===== src/rtl/decode_pkg.sv =====
// decode_pkg: shared constants, scoreboard entry type and field-decode helpers
// for the 16-bit decode stage.
package decode_pkg;

   // ALU select encodings presented to execute
   localparam logic [3:0] ALU_ADD = 4'b0000;
   localparam logic [3:0] ALU_SUB = 4'b0001;
   localparam logic [3:0] ALU_AND = 4'b0010;
   localparam logic [3:0] ALU_OR  = 4'b0011;
   localparam logic [3:0] ALU_XOR = 4'b0100;
   localparam logic [3:0] ALU_SLL = 4'b1000;
   localparam logic [3:0] ALU_SLR = 4'b1001;
   localparam logic [3:0] ALU_SRL = 4'b1010;
   localparam logic [3:0] ALU_SRA = 4'b1011;
   localparam logic [3:0] ALU_IDT = 4'b1100;
   localparam logic [3:0] ALU_NON = 4'b1111;

   // Opcode classes: bits [15:14], and bits [15:11] inside the immediate class
   localparam logic [1:0] CLS_LD    = 2'b00;
   localparam logic [1:0] CLS_ST    = 2'b01;
   localparam logic [1:0] CLS_IMM   = 2'b10;
   localparam logic [1:0] CLS_ARITH = 2'b11;
   localparam logic [4:0] OPC_LI    = 5'b10000;
   localparam logic [4:0] OPC_ADDI  = 5'b10001;
   localparam logic [4:0] OPC_BR0   = 5'b10100;
   localparam logic [4:0] OPC_BR1   = 5'b10111;
   localparam logic [3:0] OP_CMP    = 4'b0101;
   localparam logic [3:0] OP_MOV    = 4'b0110;

   // One in-flight producer as seen by forwarding / load-use logic
   typedef struct packed {
      logic       v;
      logic [2:0] dst;
      logic       is_load;
   } sb_entry_t;

   function automatic logic writes_reg(input logic [15:0] instr);
      logic r;
      case (instr[15:14])
         CLS_ARITH: begin
            case (instr[7:4])
               4'b0000, 4'b0001, 4'b0010, 4'b0011, 4'b0100,
               4'b0110, 4'b1000, 4'b1001, 4'b1010, 4'b1011,
               4'b1100: r = 1'b1;
               default: r = 1'b0;
            endcase
         end
         CLS_LD:  r = 1'b1;
         CLS_ST:  r = 1'b0;
         default: r = (instr[15:11] == OPC_LI) || (instr[15:11] == OPC_ADDI);
      endcase
      return r;
   endfunction

   function automatic logic [2:0] dst_of(input logic [15:0] instr);
      logic [2:0] d;
      case (instr[15:14])
         CLS_ARITH: d = instr[10:8];
         CLS_LD:    d = instr[13:11];
         CLS_IMM:   d = ((instr[15:11] == OPC_LI) || (instr[15:11] == OPC_ADDI)) ? instr[10:8] : 3'b000;
         default:   d = 3'b000;
      endcase
      return d;
   endfunction

   function automatic logic uses_a(input logic [15:0] instr);
      logic u;
      case (instr[15:14])
         CLS_ARITH: u = (instr[7:4] <= 4'b0110) || (instr[7:4] == 4'b1101);
         CLS_ST:    u = 1'b1;
         default:   u = 1'b0;
      endcase
      return u;
   endfunction

   function automatic logic uses_b(input logic [15:0] instr);
      logic u;
      case (instr[15:14])
         CLS_ARITH: u = (instr[7:4] <= 4'b0101) ||
                        ((instr[7:4] >= 4'b1000) && (instr[7:4] <= 4'b1011));
         CLS_LD:    u = 1'b1;
         CLS_ST:    u = 1'b1;
         default:   u = (instr[15:11] == OPC_ADDI);
      endcase
      return u;
   endfunction

   function automatic logic [3:0] alu_sel_of(input logic [15:0] instr);
      logic [3:0] s;
      case (instr[15:14])
         CLS_ARITH: begin
            case (instr[7:4])
               ALU_ADD, ALU_SUB, ALU_AND, ALU_OR, ALU_XOR,
               ALU_SLL, ALU_SLR, ALU_SRL, ALU_SRA, ALU_IDT: s = instr[7:4];
               OP_CMP:  s = ALU_SUB;
               OP_MOV:  s = ALU_IDT;
               default: s = instr[7:4];
            endcase
         end
         CLS_LD, CLS_ST: s = ALU_ADD;
         default: begin
            case (instr[15:11])
               OPC_LI:                      s = ALU_IDT;
               OPC_ADDI, OPC_BR0, OPC_BR1:  s = ALU_ADD;
               default:                     s = ALU_NON;
            endcase
         end
      endcase
      return s;
   endfunction

endpackage


===== src/rtl/decode_stage_fwd_scoreboard.sv =====
// fwd_scoreboard: history of recently issued destinations (hist[1] mirrors the
// output register) plus nearest-producer search for both source operands.
module fwd_scoreboard
   import decode_pkg::*;
#(
   parameter int FWD_DEPTH = 2,
   parameter int FWD_W     = $clog2(FWD_DEPTH + 1)
) (
   input  logic             clk,
   input  logic             rst_n,
   input  logic             i_adv,
   input  logic             i_flush,
   input  sb_entry_t        i_push,
   input  logic [2:0]       i_src_a,
   input  logic             i_use_a,
   input  logic [2:0]       i_src_b,
   input  logic             i_use_b,
   output logic [FWD_W-1:0] o_fwd_a,
   output logic [FWD_W-1:0] o_fwd_b,
   output sb_entry_t        o_head
);

   sb_entry_t r_hist [1:FWD_DEPTH];

   // Shift history when the output register advances; a flush on a held output kills hist[1]
   always_ff @(posedge clk or negedge rst_n) begin
      if (!rst_n) begin
         for (int k = 1; k <= FWD_DEPTH; k++) begin
            r_hist[k] <= '0;
         end
      end else if (i_adv) begin
         for (int k = FWD_DEPTH; k >= 2; k--) begin
            r_hist[k] <= r_hist[k-1];
         end
         r_hist[1] <= i_push;
      end else if (i_flush) begin
         r_hist[1].v <= 1'b0;
      end
   end

   // Priority search from the far end so the nearest matching producer is the last writer
   always_comb begin
      o_fwd_a = '0;
      o_fwd_b = '0;
      for (int k = FWD_DEPTH; k >= 1; k--) begin
         o_fwd_a = (i_use_a && r_hist[k].v && (r_hist[k].dst == i_src_a)) ? FWD_W'(k) : o_fwd_a;
         o_fwd_b = (i_use_b && r_hist[k].v && (r_hist[k].dst == i_src_b)) ? FWD_W'(k) : o_fwd_b;
      end
   end

   assign o_head = r_hist[1];

endmodule


===== src/rtl/decode_stage.sv =====
// decode_stage: registered decode with valid/ready on both sides, forwarding
// selects over FWD_DEPTH producers and optional load-use stall.
// Optional feature macro: DECODE_LOAD_STALL_EN (load-use bubble insertion).
module decode_stage
   import decode_pkg::*;
#(
   parameter int FWD_DEPTH = 2,
   parameter int FWD_W     = $clog2(FWD_DEPTH + 1)
) (
   input  logic             clk,
   input  logic             rst_n,
   input  logic             in_valid,
   output logic             in_ready,
   input  logic [15:0]      in_instr,
   input  logic             flush,
   output logic             out_valid,
   input  logic             out_ready,
   output logic [15:0]      out_instr,
   output logic             out_wr,
   output logic [2:0]       out_dst,
   output logic [3:0]       out_alu_sel,
   output logic             out_is_load,
   output logic [FWD_W-1:0] out_fwd_a,
   output logic [FWD_W-1:0] out_fwd_b,
   output logic             hazard_stall
);

   generate
      if (FWD_DEPTH < 1 || FWD_DEPTH > 4) begin : g_bad_depth
         $error("decode_stage: FWD_DEPTH must be within 1..4");
      end
`ifdef DECODE_LOAD_STALL_EN
      if (FWD_DEPTH < 2) begin : g_bad_stall_depth
         $error("decode_stage: load-use stall needs FWD_DEPTH >= 2");
      end
`endif
   endgenerate

   logic             r_out_valid;
   logic [15:0]      r_out_instr;
   logic             r_out_wr;
   logic [2:0]       r_out_dst;
   logic [3:0]       r_out_alu;
   logic             r_out_ld;
   logic [FWD_W-1:0] r_out_fwd_a;
   logic [FWD_W-1:0] r_out_fwd_b;

   logic             w_wr, w_ua, w_ub, w_is_ld, w_push_ld;
   logic [2:0]       w_dst;
   logic [3:0]       w_alu;
   logic             w_adv, w_hazard, w_in_ready, w_accept;
   logic [FWD_W-1:0] w_fwd_a, w_fwd_b;
   sb_entry_t        w_push, w_head;

   assign w_wr    = writes_reg(in_instr);
   assign w_dst   = dst_of(in_instr);
   assign w_ua    = uses_a(in_instr);
   assign w_ub    = uses_b(in_instr);
   assign w_alu   = alu_sel_of(in_instr);
   assign w_is_ld = (in_instr[15:14] == CLS_LD);

   assign w_adv = out_ready | ~r_out_valid;

`ifdef DECODE_LOAD_STALL_EN
   assign w_hazard  = in_valid & w_head.v & w_head.is_load &
                      ((w_ua & (w_head.dst == in_instr[13:11])) |
                       (w_ub & (w_head.dst == in_instr[10:8])));
   assign w_push_ld = w_is_ld;
`else
   logic w_unused_head;
   assign w_unused_head = ^w_head;
   assign w_hazard      = 1'b0;
   assign w_push_ld     = 1'b0;
`endif

   // Flush wins over acceptance; nothing is taken while reset is held
   assign w_in_ready = rst_n & w_adv & ~w_hazard & ~flush;
   assign w_accept   = in_valid & w_in_ready;

   assign w_push.v       = w_accept & w_wr;
   assign w_push.dst     = w_dst;
   assign w_push.is_load = w_accept & w_push_ld;

   fwd_scoreboard #(
      .FWD_DEPTH(FWD_DEPTH),
      .FWD_W    (FWD_W)
   ) u_sb (
      .clk    (clk),
      .rst_n  (rst_n),
      .i_adv  (w_adv),
      .i_flush(flush),
      .i_push (w_push),
      .i_src_a(in_instr[13:11]),
      .i_use_a(w_ua),
      .i_src_b(in_instr[10:8]),
      .i_use_b(w_ub),
      .o_fwd_a(w_fwd_a),
      .o_fwd_b(w_fwd_b),
      .o_head (w_head)
   );

   // Output register: load on accept, bubble on idle advance, hold under back-pressure
   always_ff @(posedge clk or negedge rst_n) begin
      if (!rst_n) begin
         r_out_valid <= 1'b0;
         r_out_instr <= 16'h0000;
         r_out_wr    <= 1'b0;
         r_out_dst   <= 3'b000;
         r_out_alu   <= ALU_NON;
         r_out_ld    <= 1'b0;
         r_out_fwd_a <= '0;
         r_out_fwd_b <= '0;
      end else if (w_adv) begin
         if (w_accept) begin
            r_out_valid <= 1'b1;
            r_out_instr <= in_instr;
            r_out_wr    <= w_wr;
            r_out_dst   <= w_dst;
            r_out_alu   <= w_alu;
            r_out_ld    <= w_is_ld;
            r_out_fwd_a <= w_fwd_a;
            r_out_fwd_b <= w_fwd_b;
         end else begin
            r_out_valid <= 1'b0;
         end
      end else if (flush) begin
         r_out_valid <= 1'b0;
      end
   end

   assign in_ready     = w_in_ready;
   assign hazard_stall = w_hazard;
   assign out_valid    = r_out_valid;
   assign out_instr    = r_out_instr;
   assign out_wr       = r_out_wr;
   assign out_dst      = r_out_dst;
   assign out_alu_sel  = r_out_alu;
   assign out_is_load  = r_out_ld;
   assign out_fwd_a    = r_out_fwd_a;
   assign out_fwd_b    = r_out_fwd_b;

endmodule


===== config.mk =====
export PLATFORM = sky130hd
export DESIGN_NAME = decode_stage
export DESIGN_NICKNAME = d
export VERILOG_FILES = /design/src/rtl/decode_pkg.sv /design/src/rtl/decode_stage_fwd_scoreboard.sv /design/src/rtl/decode_stage.sv
export SDC_FILE = /design/constraint.sdc
export NUM_CORES = 1
export LEC_CHECK = 0
export CAP_MARGIN = 25
export CORE_MARGIN = 2
export CORE_UTILIZATION = 51
export DETAILED_ROUTE_END_ITERATION = 6
export MAX_ROUTING_LAYER = met4
export PLACE_DENSITY = 0.85
export SLEW_MARGIN = 15
export SYNTH_ARGS = -nofsm -noshare
export SYNTH_HDL_FRONTEND = slang
export SYNTH_SLANG_ARGS = --single-unit
export TNS_END_PERCENT = 100

===== constraint.sdc =====
create_clock -name clk -period 2.3 [get_ports clk]
set_clock_uncertainty 0.05 [all_clocks]
set_input_delay 0.23 -clock clk [delete_from_list [all_inputs] [get_ports clk]]
set_output_delay 0.23 -clock clk [all_outputs]
set_load 0.005 [all_outputs]

==> impl_metrics.prom, run 1 <==
# TYPE chip_impl_metric gauge
chip_impl_info{name="outcome",value="complete, no violations"} 1
chip_impl_metric{name="hold_viol",unit=""} 0
chip_impl_metric{name="post_synth_num_cell_types",unit=""} 34
chip_impl_metric{name="post-route-min-period",unit="ns"} 1.89
chip_impl_info{name="synth_area_leader_cell",value="dfrtp_1"} 1
chip_impl_metric{name="p_leak",unit="nW"} 1.10
chip_impl_metric{name="number_of_placed_i_o_pins",unit=""} 53
chip_impl_info{name="rsz0062_at_grt",value="no"} 1
chip_impl_metric{name="postSynth.asyncResetShare",unit="%"} 100
chip_impl_metric{name="grt.total_usage",unit="%"} 22.7
chip_impl_info{name="timing.setup.critical_path_class",value="primary input to primary output"} 1
chip_impl_info{name="crit_slowest_cell",value="dlygate4sd3_1"} 1
chip_impl_metric{name="routabilityCongestion",unit=""} 0.930
chip_impl_metric{name="fillCellCount",unit=""} 230
chip_impl_metric{name="final.setup.tns",unit="ns"} 0
chip_impl_metric{name="drt_iter0_markers",unit=""} 122
chip_impl_metric{name="critical_path_depth",unit=""} 4
chip_impl_info{name="clock_tree_from_tritoncts",value="done"} 1
chip_impl_metric{name="global_route.overflow_total",unit=""} 0
chip_impl_metric{name="drv_slew",unit=""} 0
chip_impl_metric{name="ir_worst_vdd",unit="uV"} 399
chip_impl_metric{name="dr_total_vias",unit=""} 1448
chip_impl_info{name="setup.worst_path.start_class",value="primary input"} 1
chip_impl_metric{name="place.detailed.hpwl",unit="um"} 3120
chip_impl_info{name="reg2reg_from",value="out_valid"} 1
chip_impl_metric{name="timing.reg2reg.worst_path_depth",unit=""} 4
chip_impl_info{name="cp_cell_sequence",value="dlygate4sd3_1 -> buf_2 -> and3b_1 -> clkdlybuf4s50_1"} 1
chip_impl_info{name="cp_top_family",value="buffers and inverters"} 1
chip_impl_metric{name="slowest_delay",unit="ns"} 0.51
chip_impl_metric{name="io_buffer_count",unit=""} 51
chip_impl_metric{name="detailedPlace.worstSlack",unit="ns"} 0.369
chip_impl_metric{name="timing.final.crit_share",unit="%"} 82.3
chip_impl_metric{name="multi_input_area",unit="sq um"} 816
chip_impl_metric{name="dr_vias_cell",unit=""} 5.59
chip_impl_metric{name="drt_pass1_iterations",unit=""} 4
chip_impl_metric{name="critical_path_required",unit="ns"} 2.02
chip_impl_metric{name="h_tree_lvl_count",unit=""} 2
chip_impl_metric{name="synth-seq-area-share",unit="%"} 51.2
chip_impl_metric{name="timing.max_cap.violations",unit=""} 0
chip_impl_metric{name="timing.final.ws_setup",unit="ns"} 0.407
chip_impl_metric{name="area_growth_syn_to_layout",unit="%"} 32.4
chip_impl_metric{name="clock_tree.buffer_depth",unit=""} 2
chip_impl_metric{name="fin_hold_ws",unit="ns"} 0.180
chip_impl_metric{name="design.core.area",unit="sq mm"} 0.00342
chip_impl_metric{name="floorplan.initialDensity",unit="%"} 54.7
chip_impl_metric{name="vias_in_the_first_global_route",unit=""} 1461
chip_impl_metric{name="grt_antenna_before_repair",unit=""} 0
chip_impl_metric{name="clkSlewWorstSetupHoldPaths",unit="ns"} 0.11
chip_impl_metric{name="slew_headroom",unit="%"} 64.7
chip_impl_metric{name="cts_buffers",unit=""} 5
chip_impl_metric{name="finalSetupViolCount",unit=""} 0
chip_impl_metric{name="final_net_count",unit=""} 233
chip_impl_metric{name="number_of_warnings_issued_by_yosys",unit=""} 0
chip_impl_metric{name="postSynthRegisterBits",unit=""} 38
chip_impl_metric{name="grt_first_pass_wirelength",unit="um"} 7030
chip_impl_metric{name="worstPathArrival",unit="ns"} 1.61
chip_impl_metric{name="floorplan.rows",unit=""} 21
chip_impl_metric{name="utilization",unit="%"} 72.3
chip_impl_metric{name="number_of_nets_with_antenna_violations_after_routing",unit=""} 0
chip_impl_metric{name="mappedNetlistArea",unit="sq mm"} 0.00187
chip_impl_info{name="synthFlopType",value="dfrtp_1"} 1
chip_impl_metric{name="critPathMaxFanout",unit=""} 4
chip_impl_metric{name="seqCellArea",unit="sq um"} 956
chip_impl_metric{name="die_width",unit="um"} 64.5
chip_impl_metric{name="slew_worst_pin",unit="ns"} 0.517
chip_impl_info{name="startpoint_of_the_most_critical_setup_path",value="rst_n"} 1
chip_impl_metric{name="fmax",unit="GHz"} 0.528
chip_impl_metric{name="synthesis.area_per_instance",unit="sq um"} 11.7
chip_impl_metric{name="post_synth_edffs",unit=""} 0
chip_impl_info{name="cp-end-kind",value="primary output"} 1
chip_impl_metric{name="crit_buf_inv",unit=""} 3
chip_impl_metric{name="cts_post_setup_buffers_inserted",unit=""} 0
chip_impl_metric{name="syn_inst",unit=""} 160
chip_impl_metric{name="die-area",unit="sq mm"} 0.00416
chip_impl_info{name="cts-root-buf",value="clkbuf_4"} 1
chip_impl_info{name="synth_top_cells_by_area",value="dfrtp_1 46%, mux2_4 10%, dfstp_2 5.6%"} 1
chip_impl_metric{name="maximum_number_of_pins_on_one_net_before_global_route_repair",unit=""} 38
chip_impl_metric{name="numClockSinks",unit=""} 38
chip_impl_metric{name="routedWlPerCell",unit="um"} 16.2
chip_impl_metric{name="dieHeight",unit="um"} 64.5
chip_impl_metric{name="layout-drive-gt1-share",unit="%"} 18.8
chip_impl_metric{name="total_power",unit="W"} 0.00173
chip_impl_metric{name="routed_wirelength",unit="um"} 4190
chip_impl_info{name="hold_path.class",value="primary input to asynchronous set/reset pin"} 1
chip_impl_metric{name="remaining_drc_errors",unit=""} 0
chip_impl_metric{name="power-per-cell-area",unit="mW/mm^2"} 702
chip_impl_metric{name="insertedDiodeCount",unit=""} 0
chip_impl_metric{name="post_synth_net_total",unit=""} 181
chip_impl_metric{name="worst_skew_pair.late_latency",unit="ns"} 0.34
chip_impl_metric{name="synth_largest_type_area_fraction",unit="%"} 45.6
==> layout make-up <==
type                    instances  share of cell area (%)
inverters                       3                   0.456
repair buffers                 57                    22.4
clock inverters                 3                    1.62
multi-input cells             107                    33.0
clock buffers                   5                    1.52
flip-flops and latches         38                    38.7
well taps                      46                    2.33
==> registers in the layout, indices dropped and copies added, names as in the netlist, 2 cells and up <==
| name | flops |
|---|---|
| out_instr | 16 |
| out_alu_sel | 4 |
| u_sb.o_head | 4 |
| u_sb.r_hist | 4 |
| out_dst | 3 |
| out_fwd_a | 2 |
| out_fwd_b | 2 |
==> layer usage <==
metal | vias to the layer above | share of wire [%] | GRT usage [%]
met1 | 698 | 42 | 26.1
li1 | 671 | - | -
met3 | 9 | 5.5 | 5.73
met4 | 0 | 1.9 | 6.38
met2 | 70 | 51 | 39.5
met5 | - | 0 | -
==> kinds of logic after synthesis <==
| kind of cell | share of synthesized area [%] |
|---|---|
| flops | 51.2 |
| buf+inv | 5.09 |
| simple gates | 10.7 |
| mux | 14.1 |
| xor+xnor | 6.57 |
| compound gates | 12.2 |
| other cells | 0.201 |
==> cells in the mapped netlist (all sizes together), types with 2 or more instances <==
cell	number
dfrtp	34
mux2	19
nand2	13
buf	11
o21ai	11
nor2	10
xnor2	9
a21oi	5
nand4	5
xor2	5
dfstp	4
o31ai	4
a32oi	3
inv	3
nand3	3
nor3	3
a211o	2
a21o	2
nand2b	2
==> through the flow <==
stage | cells | cell area (sq um)
after floorplan | 160 | 1870
after global placement | 250 | 2380
after detailed placement | 250 | 2380
after CTS | 259 | 2470
after global routing | 259 | 2470
final | 259 | 2470
==> timing repair <==
action / in CTS / in global routing
hold buffers: 1 / 0
hold endpoints to repair: 3 / 0
gates resized for setup: 0 / 0
==> cell usage in the layout (no fill, tap or decap), types with 3 or more instances in the layout <==
cell type / count
a21oi_1: 5
a32oi_1: 3
buf_4: 5
clkbuf_4: 5
clkdlybuf4s50_1: 50
dfrtp_1: 34
dfstp_2: 4
inv_1: 3
mux2_2: 6
mux2_4: 13
nand2_1: 13
nand3_1: 3
nand4_1: 5
nor2_1: 10
nor3_1: 3
o21ai_0: 11
o31ai_1: 4
xnor2_1: 9
xor2_1: 5
==> path summary, 6_finish.rpt <==
check,to,slack (ns)
min in group clk,out_instr[4],0.44
min,out_valid,0.18
max,in_ready,0.41
max in group asynchronous,out_alu_sel[2],1.32
max reg2reg,out_alu_sel[2],0.77
min reg2reg,out_instr[4],0.44
==> where the power goes <==
| group | switching [W] | internal (W) |
|---|---|---|
| logic | 0.000158 | 0.000296 |
| clock network | 0.000216 | 0.000225 |
| registers | 0.0000651 | 0.000773 |
| total | 0.000440 | 0.00129 |
Power figures use the tool's default switching activity.
==> run 2: changes to the inputs <==
--- a/config.mk
+++ b/config.mk
@@ -7,10 +7,10 @@
 export LEC_CHECK = 0
 export CAP_MARGIN = 25
 export CORE_MARGIN = 2
-export CORE_UTILIZATION = 51
+export CORE_UTILIZATION = 47
 export DETAILED_ROUTE_END_ITERATION = 6
 export MAX_ROUTING_LAYER = met4
-export PLACE_DENSITY = 0.85
+export PLACE_DENSITY = 0.79
 export SLEW_MARGIN = 15
 export SYNTH_ARGS = -nofsm -noshare
 export SYNTH_HDL_FRONTEND = slang
==> constraint.sdc (replaced) <==
create_clock -name clk -period 1.82 [get_ports clk]
set_clock_uncertainty 0.05 [all_clocks]
set_input_delay 0.182 -clock clk [delete_from_list [all_inputs] [get_ports clk]]
set_output_delay 0.182 -clock clk [all_outputs]
set_load 0.005 [all_outputs]
==> run 2 against run 1 <==
Routed wire length increased by 7.1%; sequential power up 28%; setup slack got worse by 0.34 ns; final cell count grew 3.9%; count of clock-buffer cells in the layout up 2; largest cell class unchanged.
==> impl_metrics.prom, run 2 (same netlist as run 1, synthesis figures left out) <==
# TYPE chip_impl_metric gauge
chip_impl_info{name="setup.worst_path.end",value="in_ready"} 1
chip_impl_metric{name="critical_path_required",unit="ns"} 1.59
chip_impl_metric{name="vias_in_the_first_global_route",unit=""} 1511
chip_impl_metric{name="dr_vias_cell",unit=""} 5.31
chip_impl_metric{name="sequentialPowerShare",unit="%"} 47.2
chip_impl_metric{name="layout-drive-gt1-share",unit="%"} 21.7
chip_impl_info{name="startpoint_of_the_most_critical_setup_path",value="rst_n"} 1
chip_impl_info{name="hold_path.class",value="primary input to asynchronous set/reset pin"} 1
chip_impl_info{name="cts-root-buf",value="clkbuf_8"} 1
chip_impl_metric{name="final.setup.tns",unit="ns"} 0
chip_impl_metric{name="comb_power_share",unit="%"} 26.3
chip_impl_metric{name="place_inst",unit=""} 260
chip_impl_metric{name="dr_total_vias",unit=""} 1428
chip_impl_metric{name="multi_input_area",unit="sq um"} 823
chip_impl_metric{name="fmax",unit="GHz"} 0.570
chip_impl_info{name="layout_common_cells",value="50 x clkdlybuf4s50_1, 34 x dfrtp_1, 13 x nand2_1, 13 x mux2_4, 12 x buf_4"} 1
chip_impl_info{name="cp_cell_sequence",value="dlygate4sd3_1 -> buf_6 -> and3b_1 -> clkdlybuf4s50_1"} 1
chip_impl_metric{name="timing.final.crit_share",unit="%"} 96.4
chip_impl_metric{name="final_net_count",unit=""} 241
chip_impl_metric{name="grt_antenna_before_repair",unit=""} 0
chip_impl_metric{name="floorplan.rows",unit=""} 22
chip_impl_metric{name="area_growth_syn_to_layout",unit="%"} 37.9
chip_impl_metric{name="grt.total_usage",unit="%"} 23.4
chip_impl_metric{name="p_int",unit="W"} 0.00167
chip_impl_metric{name="finalSetupViolCount",unit=""} 0
chip_impl_metric{name="routedWlPerCell",unit="um"} 16.7
chip_impl_metric{name="critPathMaxFanout",unit=""} 4
chip_impl_metric{name="slowest_delay",unit="ns"} 0.55
chip_impl_metric{name="dieHeight",unit="um"} 67.0
chip_impl_metric{name="hold_viol",unit=""} 0
chip_impl_metric{name="fin_hold_ws",unit="ns"} 0.192
chip_impl_metric{name="insertedDiodeCount",unit=""} 0
chip_impl_metric{name="worst_skew_pair.late_latency",unit="ns"} 0.29
chip_impl_metric{name="largest_reg_flops",unit=""} 16
chip_impl_metric{name="clkSlewWorstSetupHoldPaths",unit="ns"} 0.07
chip_impl_info{name="reg2reg_from",value="out_valid"} 1
chip_impl_metric{name="power_frac_clock",unit="%"} 26.6
chip_impl_metric{name="io_buffer_count",unit=""} 51
chip_impl_metric{name="floorplan.initialDensity",unit="%"} 49.9
chip_impl_metric{name="ir_worst_vdd",unit="uV"} 508
chip_impl_metric{name="h_tree_lvl_count",unit=""} 2
chip_impl_metric{name="die-area",unit="sq mm"} 0.00449
chip_impl_info{name="clock_tree_from_tritoncts",value="done"} 1
chip_impl_metric{name="clock_tree.buffer_depth",unit=""} 2
chip_impl_metric{name="utilization",unit="%"} 68.8
chip_impl_info{name="crit_slowest_cell",value="dlygate4sd3_1"} 1
chip_impl_metric{name="grt_first_pass_wirelength",unit="um"} 7380
chip_impl_metric{name="place.detailed.hpwl",unit="um"} 3400
chip_impl_metric{name="p_sw",unit="W"} 0.000586
chip_impl_info{name="layout.cells.most_common",value="clkdlybuf4s50_1"} 1
chip_impl_metric{name="post-route-min-period",unit="ns"} 1.75
chip_impl_metric{name="power-per-cell-area",unit="mW/mm^2"} 878
chip_impl_metric{name="timing.max_cap.violations",unit=""} 0
chip_impl_metric{name="cts_buffers",unit=""} 5
chip_impl_info{name="cp-end-kind",value="primary output"} 1
chip_impl_metric{name="drt_pass1_iterations",unit=""} 4
chip_impl_metric{name="p_leak",unit="nW"} 1.15
chip_impl_metric{name="fillCellCount",unit=""} 282
chip_impl_info{name="timing.setup.critical_path_class",value="primary input to primary output"} 1
chip_impl_metric{name="numClockSinks",unit=""} 38
chip_impl_metric{name="drt_iter0_markers",unit=""} 36
chip_impl_info{name="outcome",value="complete, no violations"} 1
chip_impl_metric{name="worstPathArrival",unit="ns"} 1.52
chip_impl_metric{name="global_route.overflow_total",unit=""} 0
chip_impl_metric{name="seqCellArea",unit="sq um"} 956
chip_impl_metric{name="maximum_number_of_pins_on_one_net_before_global_route_repair",unit=""} 38
chip_impl_info{name="setup.worst_path.start_class",value="primary input"} 1
chip_impl_metric{name="routabilityCongestion",unit=""} 0.857
chip_impl_metric{name="routed_wirelength",unit="um"} 4490
chip_impl_metric{name="design.core.area",unit="sq mm"} 0.00374
chip_impl_info{name="rsz0062_at_grt",value="no"} 1
chip_impl_metric{name="number_of_placed_i_o_pins",unit=""} 53
chip_impl_metric{name="stdcell_count",unit=""} 269
chip_impl_metric{name="timing.reg2reg.worst_path_depth",unit=""} 4
chip_impl_metric{name="remaining_drc_errors",unit=""} 0
chip_impl_metric{name="die_width",unit="um"} 67.0
chip_impl_metric{name="number_of_nets_with_antenna_violations_after_routing",unit=""} 0
chip_impl_metric{name="drv_slew",unit=""} 0
chip_impl_info{name="critical_path.reg2reg.endpoint",value="out_instr[10]"} 1
chip_impl_metric{name="worst-r2r-setup-slack",unit="ns"} 0.41
chip_impl_metric{name="swShare",unit="%"} 25.9
-- run 2: layout make-up --
| type | count | share of cell area, % |
|---|---|---|
| Sequential cell | 38 | 37.1 |
| Multi-Input combinational cell | 107 | 32.0 |
| Timing Repair Buffer | 65 | 24.6 |
| Clock buffer | 7 | 3.35 |
| Tap cell | 48 | 2.33 |
| Inverter | 3 | 0.438 |
| Clock inverter | 1 | 0.194 |
-- run 2: worst min-delay path by stage --
stage | startpoint | to | slack (ns) | cells past startpoint
detailed placement | rst_n | out_valid | -0.03 | 1
finish | rst_n | out_valid | 0.19 | 2
global route | rst_n | out_valid | 0.20 | 2
global placement | rst_n | out_valid | -0.04 | 1
floorplan | rst_n | out_dst[0] | -0.16 | 0
CTS | rst_n | out_valid | 0.19 | 2
-- run 2: power groups by stage --
stage / clock (W) / combinational, W / sequential [W]
after floorplan: 0 / 0.000244 / 0.00107
after global placement: 0 / 0.000574 / 0.00107
after detailed placement: 0 / 0.000591 / 0.00108
after CTS: 0.000608 / 0.000595 / 0.00107
after global routing: 0.000644 / 0.000641 / 0.00108
final: 0.000600 / 0.000594 / 0.00107
-- run 2: metrics by stage --
step / cell area [sq um] / total power (W) / worst slack, ns
floorplan: 1870 / 0.00131 / 0.445
global placement: 2460 / 0.00164 / 0.102
detailed placement: 2460 / 0.00167 / 0.0440
CTS: 2560 / 0.00227 / 0.0174
global route: 2570 / 0.00236 / 0.00131
finish: 2570 / 0.00226 / 0.0650
-- run 2: what timing repair did --
item / CTS / global route
hold buffers: 1 / 0
hold endpoints to repair: 1 / 0
gates resized for setup: 0 / 4
buffers inserted: 0 / 0
endpoints found under the setup margin: 0 / 1
-- run 2: metal layers --
layer	vias up	part of all wire, %	global-route usage, %
li1	681	-	-
met1	698	42	26.2
met2	38	51	39.2
met3	11	4.0	5.91
met4	0	2.6	10.7
met5	-	0	-
-- run 2: critical path: cells and delay by family --
family	cells	cell delay (ns)
buf+inv	3	1.18
simple gates	1	0.16
